**src/rtl/mem_refill_arbiter_pkg.sv**
```systemverilog
// Shared types and sizes for the main-memory refill arbiter.
// Used by mem_refill_arbiter and rr_pick2.
package mem_arb_pkg;

    localparam int BLOCK_W     = 128;
    localparam int OFFSET_BITS = 4;

    typedef enum logic [1:0] {
        IDLE  = 2'd0,
        ISSUE = 2'd1,
        WAIT  = 2'd2,
        DONE  = 2'd3
    } arb_state_e;

    typedef enum logic [1:0] {
        SRC_IC = 2'd0,
        SRC_DC = 2'd1,
        SRC_WB = 2'd2
    } arb_src_e;

endpackage

```
**src/rtl/mem_refill_arbiter_rr_pick2.sv**
```systemverilog
// Two-way round-robin selector: i_ptr names the requester that wins a tie
// (0 = bit 0, 1 = bit 1). The grant output is one-hot, or zero when no request is present.
module rr_pick2 (
    input  logic [1:0] i_req,
    input  logic       i_ptr,
    output logic [1:0] o_gnt
);

    // pass a lone request straight through; break a tie with the pointer
    always_comb begin
        o_gnt = 2'b00;
        if (i_req == 2'b11) begin
            o_gnt = i_ptr ? 2'b10 : 2'b01;
        end else begin
            o_gnt = i_req;
        end
    end

endmodule

```
**src/rtl/mem_refill_arbiter.sv**
```systemverilog
// Shares one 128-bit memory port between I-cache refill, D-cache refill and
// D-cache writeback. Optional perf counters are enabled by the ARB_PERF_CNT_EN macro.
module mem_refill_arbiter #(
    parameter int ADDR_W      = 32,
    parameter int BLOCK_W     = mem_arb_pkg::BLOCK_W,
    parameter int OFFSET_BITS = mem_arb_pkg::OFFSET_BITS,
    parameter int PERF_W      = 32
) (
    input  logic               clk,
    input  logic               rst,
    input  logic               ic_miss_req,
    input  logic [ADDR_W-1:0]  ic_miss_addr,
    output logic               ic_repair_resolved,
    output logic [BLOCK_W-1:0] ic_fill_data,
    input  logic               dc_miss_req,
    input  logic [ADDR_W-1:0]  dc_miss_addr,
    output logic               dc_repair_resolved,
    output logic [BLOCK_W-1:0] dc_fill_data,
    input  logic               dc_wb_req,
    input  logic [ADDR_W-1:0]  dc_wb_addr,
    input  logic [BLOCK_W-1:0] dc_wb_data,
    output logic               dc_wb_done,
    output logic               mem_req_valid,
    input  logic               mem_req_ready,
    output logic               mem_req_we,
    output logic [ADDR_W-1:0]  mem_req_addr,
    output logic [BLOCK_W-1:0] mem_req_wdata,
    input  logic               mem_resp_valid,
    input  logic [BLOCK_W-1:0] mem_resp_rdata,
    output logic [PERF_W-1:0]  perf_ic_refills,
    output logic [PERF_W-1:0]  perf_dc_refills,
    output logic [PERF_W-1:0]  perf_wbs,
    output logic [PERF_W-1:0]  perf_busy_cycles
);

    import mem_arb_pkg::*;

    arb_state_e         r_state;
    arb_state_e         w_state_nxt;
    arb_src_e           r_src;
    arb_src_e           w_src;
    logic               r_rr;
    logic               r_we;
    logic [ADDR_W-1:0]  r_addr;
    logic [ADDR_W-1:0]  w_addr_sel;
    logic [BLOCK_W-1:0] r_wdata;
    logic [BLOCK_W-1:0] r_ic_fill;
    logic [BLOCK_W-1:0] r_dc_fill;
    logic [1:0]         w_gnt;
    logic               w_any_req;

    // r_rr = 1 gives the D-cache refill the tie, 0 gives it to the I-cache
    rr_pick2 u_rr_pick2 (
        .i_req (w_gnt_req_s()),
        .i_ptr (r_rr),
        .o_gnt (w_gnt)
    );

    function automatic logic [1:0] w_gnt_req_s();
        return {dc_miss_req, ic_miss_req};
    endfunction

    assign w_any_req = dc_wb_req | ic_miss_req | dc_miss_req;

    // grant decode: writeback first, then the round-robin winner
    always_comb begin
        w_src      = SRC_IC;
        w_addr_sel = ic_miss_addr;
        if (dc_wb_req) begin
            w_src      = SRC_WB;
            w_addr_sel = dc_wb_addr;
        end else if (w_gnt[1]) begin
            w_src      = SRC_DC;
            w_addr_sel = dc_miss_addr;
        end else begin
            w_src      = SRC_IC;
            w_addr_sel = ic_miss_addr;
        end
    end

    // next-state logic
    always_comb begin
        w_state_nxt = r_state;
        case (r_state)
            IDLE:    w_state_nxt = w_any_req ? ISSUE : IDLE;
            ISSUE:   w_state_nxt = mem_req_ready ? WAIT : ISSUE;
            WAIT:    w_state_nxt = mem_resp_valid ? DONE : WAIT;
            DONE:    w_state_nxt = IDLE;
            default: w_state_nxt = IDLE;
        endcase
    end

    // state register plus the request latched at grant time
    always_ff @(posedge clk) begin
        if (!rst) begin
            r_state <= IDLE;
            r_src   <= SRC_IC;
            r_rr    <= 1'b0;
            r_we    <= 1'b0;
            r_addr  <= {ADDR_W{1'b0}};
            r_wdata <= {BLOCK_W{1'b0}};
        end else begin
            r_state <= w_state_nxt;
            if (r_state == IDLE && w_any_req) begin
                r_src   <= w_src;
                r_we    <= dc_wb_req;
                r_addr  <= {w_addr_sel[ADDR_W-1:OFFSET_BITS], {OFFSET_BITS{1'b0}}};
                r_wdata <= dc_wb_req ? dc_wb_data : {BLOCK_W{1'b0}};
                if (!dc_wb_req) begin
                    r_rr <= w_gnt[0];
                end
            end
        end
    end

    // fill registers capture read data only in WAIT, so stray responses are dropped
    always_ff @(posedge clk) begin
        if (!rst) begin
            r_ic_fill <= {BLOCK_W{1'b0}};
            r_dc_fill <= {BLOCK_W{1'b0}};
        end else if (r_state == WAIT && mem_resp_valid && !r_we) begin
            if (r_src == SRC_IC) begin
                r_ic_fill <= mem_resp_rdata;
            end else begin
                r_dc_fill <= mem_resp_rdata;
            end
        end
    end

    assign mem_req_valid      = (r_state == ISSUE);
    assign mem_req_we         = r_we;
    assign mem_req_addr       = r_addr;
    assign mem_req_wdata      = r_wdata;
    assign ic_fill_data       = r_ic_fill;
    assign dc_fill_data       = r_dc_fill;
    assign ic_repair_resolved = (r_state == DONE) && (r_src == SRC_IC);
    assign dc_repair_resolved = (r_state == DONE) && (r_src == SRC_DC);
    assign dc_wb_done         = (r_state == DONE) && (r_src == SRC_WB);

`ifdef ARB_PERF_CNT_EN
    localparam logic [PERF_W-1:0] PERF_MAX = {PERF_W{1'b1}};
    localparam logic [PERF_W-1:0] PERF_ONE = {{(PERF_W-1){1'b0}}, 1'b1};

    logic [PERF_W-1:0] r_perf_ic;
    logic [PERF_W-1:0] r_perf_dc;
    logic [PERF_W-1:0] r_perf_wb;
    logic [PERF_W-1:0] r_perf_busy;

    // saturating event and occupancy counters
    always_ff @(posedge clk) begin
        if (!rst) begin
            r_perf_ic   <= {PERF_W{1'b0}};
            r_perf_dc   <= {PERF_W{1'b0}};
            r_perf_wb   <= {PERF_W{1'b0}};
            r_perf_busy <= {PERF_W{1'b0}};
        end else begin
            if (ic_repair_resolved && r_perf_ic != PERF_MAX) r_perf_ic <= r_perf_ic + PERF_ONE;
            if (dc_repair_resolved && r_perf_dc != PERF_MAX) r_perf_dc <= r_perf_dc + PERF_ONE;
            if (dc_wb_done && r_perf_wb != PERF_MAX)         r_perf_wb <= r_perf_wb + PERF_ONE;
            if (r_state != IDLE && r_perf_busy != PERF_MAX)  r_perf_busy <= r_perf_busy + PERF_ONE;
        end
    end

    assign perf_ic_refills  = r_perf_ic;
    assign perf_dc_refills  = r_perf_dc;
    assign perf_wbs         = r_perf_wb;
    assign perf_busy_cycles = r_perf_busy;
`else
    assign perf_ic_refills  = {PERF_W{1'b0}};
    assign perf_dc_refills  = {PERF_W{1'b0}};
    assign perf_wbs         = {PERF_W{1'b0}};
    assign perf_busy_cycles = {PERF_W{1'b0}};
`endif

endmodule
```
**config.mk**
```make
export PLATFORM = sky130hd
export DESIGN_NAME = mem_refill_arbiter
export DESIGN_NICKNAME = d
export VERILOG_FILES = /design/src/rtl/mem_refill_arbiter_pkg.sv /design/src/rtl/mem_refill_arbiter_rr_pick2.sv /design/src/rtl/mem_refill_arbiter.sv
export SDC_FILE = /design/constraint.sdc
export NUM_CORES = 1
export LEC_CHECK = 0
export ABC_AREA = 1
export ABC_CLOCK_PERIOD_IN_PS = 1450
export CORE_AREA = 2 2 349 351
export CTS_CLUSTER_SIZE = 14
export DETAILED_ROUTE_END_ITERATION = 6
export DIE_AREA = 0 0 351 353
export SETUP_SLACK_MARGIN = 0.4
export SLEW_MARGIN = 15
export SYNTH_ARGS = -nofsm -noshare
export SYNTH_HDL_FRONTEND = slang
export SYNTH_HIERARCHICAL = 1
export SYNTH_SLANG_ARGS = --single-unit
```
**constraint.sdc**
```tcl
create_clock -name clk -period 1.45 [get_ports clk]
set_input_delay 0.2175 -clock clk [delete_from_list [all_inputs] [get_ports clk]]
set_output_delay 0.2175 -clock clk [all_outputs]
set_load 0.01 [all_outputs]
```
== Yosys cells after proc, flatten, opt, wreduce, memory -nomap -nowiden ==
Index checks and enable logic that the tools add are counted.

* Flip-flop bits (word level): 418
* Bits of input ports: 359
* Word-level logic and storage cells: 41

* Eq/ne operators: 6
* Multiplexer cells: 11
* Bitwise gates (word level): 4
* Reductions and logical operators: 12

{| class="wikitable"
|+ Operators by type and width
! operator !! number
|-
| 2-to-1 mux 128 bit || 1
|-
| 2-to-1 mux 32 bit || 2
|-
| equality test 2 bit, second input constant || 4
|-
| 2-to-1 mux 2 bit || 4
|-
| one-hot mux 2 bit (4 select lines) || 1
|-
| logical AND 1 bit || 6
|-
| AND reduction 2 bit || 3
|-
| equality test 2 x 1 -> 1 bit, second input constant || 2
|-
| zero test 2 bit || 2
|-
| 2-to-1 mux 1 bit || 3
|-
| inverter 1 bit || 2
|-
| bitwise OR 1 bit || 2
|-
| zero test 1 bit || 1
|}

== Longest topological paths before layout ==
* Depth in word-level cells: 4
* Gate-level depth with buffers: 10
* Gate-level depth less buffers: 8

== Cells and area by module ==
Netlist, hierarchy kept.

{| class="wikitable"
|+ Modules (own cells, without submodules)
! module !! instances !! cells an instance !! area each (µm²)
|-
| mem_refill_arbiter || 1 || 2576 || 17491.8
|-
| rr_pick2 || 1 || 5 || 21.3
|}

== Worst setup path before layout ==
OpenSTA, ideal clock, no wires.

* Path type: register -> register
* From: reg r_rr
* To: reg r_addr[30], in the netlist mem_req_addr[30]
* Setup time: 0.064 ns
* Arrival: 1.226 ns
* Slack: 0.160 ns
* Cell stages (with the launch flop): 9
* Clock period less this slack: 1.290 ns
* Cell sequence: dfxtp_1 nand3_1 nand2_1 clkbuf_1 buf_2 nand2_1 a21oi_1 nor2_1 nor2_1

* Word-level cells in the longest chain between the ends: 4

{| class="wikitable"
|+ RTL lines
! what !! line !! source
|-
| from (decl) || mem_refill_arbiter.sv:42 || <nowiki>logic r_rr;</nowiki>
|-
| from (signal assigned) || mem_refill_arbiter.sv:110 || <nowiki>r_rr <= w_gnt[0];</nowiki>
|-
| 2-to-1 mux 2 bit || mem_refill_arbiter_rr_pick2.sv:13 || <nowiki>o_gnt = i_ptr ? 2'b10 : 2'b01;</nowiki>
|-
| 2-to-1 mux 2 bit || mem_refill_arbiter_rr_pick2.sv:12 || <nowiki>if (i_req == 2'b11) begin</nowiki>
|-
| via w_gnt[1] || mem_refill_arbiter.sv:49 || <nowiki>logic [1:0] w_gnt;</nowiki>
|-
| 2-to-1 mux 32 bit || mem_refill_arbiter.sv:72 || <nowiki>end else if (w_gnt[1]) begin</nowiki>
|-
| 2-to-1 mux 32 bit || mem_refill_arbiter.sv:69 || <nowiki>if (dc_wb_req) begin</nowiki>
|-
| to (signal assigned) || mem_refill_arbiter.sv:100 || <nowiki>r_addr <= {ADDR_W{1'b0}};</nowiki>
|-
| to (signal assigned) || mem_refill_arbiter.sv:107 || <nowiki>r_addr <= {w_addr_sel[ADDR_W-1:OFFSET_BITS], {OFFSET_BITS{1'b0}}};</nowiki>
|-
| to (decl) || mem_refill_arbiter.sv:44 || <nowiki>logic [ADDR_W-1:0] r_addr;</nowiki>
|}

The timed path passes the listed nets, and every way through them passes these cells.
A chain may end at the register's enable or synchronous reset.

== Worst setup path in the final report ==
* From: reg r_src[1]
* To: out dc_wb_done

* Word-level cells in the longest chain between the ends: 2

{| class="wikitable"
|+ RTL lines
! what !! line !! source
|-
| from (decl) || mem_refill_arbiter.sv:40 || <nowiki>arb_src_e r_src;</nowiki>
|-
| from (signal assigned) || mem_refill_arbiter.sv:105 || <nowiki>r_src <= w_src;</nowiki>
|-
| equality test 2 bit || mem_refill_arbiter.sv:138 || <nowiki>assign dc_wb_done = (r_state == DONE) && (r_src == SRC_WB);</nowiki>
|-
| logical AND 1 bit || mem_refill_arbiter.sv:138 ||
|-
| to (decl) || mem_refill_arbiter.sv:22 || <nowiki>output logic dc_wb_done,</nowiki>
|}

No other way between the ends.

==> metrics.txt <==
result of the run=complete, but fails checks; violated checks=negative setup slack; CTS Sinks=approximately 420; worst-path cell with the longest stage delay=dfxtp_2; Tightest Pin Transition=0.9306 ns; GR Util All Layers=12.40%; Total Power=approximately 0.033 W; gp weighted congestion=0.8914; filler instances=about 13000; die width=351 µm; CTS root buffer=clkbuf_16; crit path launch type=register; layout cells sized above 1=between 30% and 40%; Final Critical Period=1.612 ns; Setup WS post-layout=-0.1624 ns; vias=approximately 19000; critical path's largest stage delay=0.36 ns; area grow syn2layout=81.00%; total I/O pin count=~900; Total Nets Final=3773; drt drc=0; DR iter-0 viols=1071; IO Port Bufs=about 760; Achievable Freq=between 0.6 and 0.7 GHz; Die Ht=between 300 and 400 µm; crit end category=primary output; Yosys Warn Count=6; worst clock skew=0.02124 ns; total die area=123900 µm²; Worst-path clk slew=0.06 ns; CTS tree=yes; # H-tree levels=2; Post-Route WL=84.95 mm; Synth cell types=18; Crit path required time=about 1.2 ns; Max-cap violations=0; post-DP HPWL=64.25 mm; initial antenna violation count=4; syn_area_per_cell=6.785 µm²; site row count=128; pwr dens=1033 nW/µm²; multi-input logic area=7764 µm²; setup violators final=~280; register cell area after layout=about 8900 µm²; design area=31700 µm²; Critical Path, Cell by Cell=inv_4, nor3_4, buf_6; CP bufs+invs=2; Final Hold Violating Endpoints=0; #FFs+latches synth=417; Slew Limit Fails=0; RSZ-0062 raised after global routing=true; TritonCTS Buffers=52; core area=approximately 120000 µm²; Lkg Pwr=13.80 nW; drt wl/cell=16.71 µm; Skew-Pair Late Insertion Delay=0.63 ns; first drt pass iteration count=5; largest net degree at the start of global routing=64; GR Overflow Total=0; Tcrit/Tclk final=111.2%; synthesized area=17510 µm²; Post-DP Area=between 20000 and 30000 µm²; first-pass GRT wire length=114.3 mm; vias in the first global route=17460; Max VDD drop=between 800 and 900 µV; critical path class=reg -> out; Gate Count Post-Synth=between 2000 and 3000; type of the worst min-delay path=in -> reg; Antenna Nets Post-Route=0; Bufs on Longest Clock Path=3; Top delay family on crit path=flip-flops; max_slew headroom=37.76%; crit path max fanout=3; register area share after synthesis=47.67%; crit path DAT=around 1.4 ns; vias per inst=3.661; Starting Density=14.52%
==> per-layer routing <==
metal  wire [µm]  vias up  global-route usage, %  share of wire [%]
met1       34280     8568                  14.36                 40
li1            -     9238                      -                  -
met3        8869      113                  5.425                 10
met5          13        -                      0              0.015
met2       39050      687                  20.27                 46
met4        2739        2                  4.206                3.2
==> stage by stage <==
stage	hold WS [ns]	setup TNS, ns	util (%)	instances	setup WS, ns
after global placement	0.4464	-99.27	22.81	4927	-0.4798
final	0.03710	-23.50	26.28	5083	-0.1624
after CTS	0.02573	-18.51	25.44	5052	-0.2823
after detailed placement	0.4537	-109.14	22.81	4927	-0.5182
after global routing	0.03408	-54.10	26.28	5083	-0.2515
after floorplan	0.3506	0	-	2712	0.2565
==> synth_stat cells (all sizes together) <==
master  number  area (µm²)
clkbuf      65       247.7
inv        167       626.9
buf        233        1503
nor3         1       5.000
nand3      159       795.8
dfxtp      417        8348
o21ai        1       5.000
conb         1       3.750
nand2      796        2990
nand3b       1       7.510
nor2       579        2176
a21oi      160       800.8
clkinv       1       3.750
==> layout by cell type, fill, tap and decap left out, types with 2 or more instances in the layout <==
cell,synthesis,layout
nand2_4,0,26
a21oi_1,160,142
a21oi_2,0,18
buf_6,0,413
nand2_8,0,2
nor2_2,1,7
buf_8,0,4
clkinv_2,0,9
inv_2,0,5
buf_4,140,112
dfxtp_2,0,374
nand2_1,795,728
clkinv_16,0,2
bufinv_16,0,5
clkbuf_16,0,64
nand3_1,159,154
nand3_2,0,4
dlygate4sd3_1,0,2
clkbuf_8,0,14
nand2_2,1,41
clkdlybuf4s50_1,0,344
buf_16,0,4
dfxtp_1,417,19
clkinvlp_4,0,4
conb_1,1,132
clkinv_4,0,3
nor2_1,578,568
buf_12,0,54
nor2_4,0,4
clkbuf_1,64,8
inv_1,167,160
dfxtp_4,0,24
==> path summary, 6_finish.rpt <==
| check | from | end | slack (ns) | cells after the start |
|---|---|---|---|---|
| max | r_src[1] | dc_wb_done | -0.16 | 3 |
| min | rst | mem_req_wdata[95] | 0.04 | 3 |
| max reg2reg | r_state[0] | mem_req_wdata[26] | -0.15 | 8 |
| min reg2reg | mem_req_wdata[32] | mem_req_wdata[32] | 0.46 | 2 |
==> worst reg2reg max path: cells and delay by family (launching register included) <==
kind                   cells  cell delay (ns)
DFF                        1             0.36
AOI/OAI and AO/OA          1             0.06
buffers and inverters      4             0.70
and+or+nand+nor            3             0.35
==> registers in the layout, indices dropped and copies added (netlist names), named ones only <==
signal / cells
r_src: 2
mem_req_wdata: 128
dc_fill_data: 128
r_state: 1
mem_req_addr: 28
ic_fill_data: 128
r_rr: 1
==> area by class of cell <==
cell class                 count  area share, %
timing repair buffer         945          33.15
multi-input combinational   1830          24.49
clock buffer                  74          4.808
tap                         1625          6.414
antenna                        1       0.007895
clock inverter                23          1.007
inverter                     168          2.029
sequential                   417          28.10
==> cell families (layout without fill, tap and decap cells) <==
family          count (synthesis)  count (layout)  share of synthesized area [%]
simple gates                 1536            1537                          34.11
buf+inv                       466            1210                          13.60
flops                         417             417                          47.67
compound gates                161             161                          4.601
other cells                     1             133                        0.02141
==> what timing repair did <==
| action | in CTS | in global routing |
|---|---|---|
| pin swaps | 5 | 38 |
| buffers inserted | 26 | 13 |
| endpoints found under the setup margin | 833 | 834 |
| gates resized for setup | 2566 | 143 |
| gates cloned | 0 | 17 |
| hold buffers | 2 | 0 |
| endpoints found under the hold margin | 12 | 0 |
==> power breakdown <==
group          leakage, nW  switching, W  total [W]  internal (W)
sequential            3.58      0.000431     0.0125        0.0120
combinational         9.33       0.00323    0.00641       0.00319
clock                0.895       0.00559     0.0138       0.00825
No activity file was read; power rests on OpenSTA's default activity.
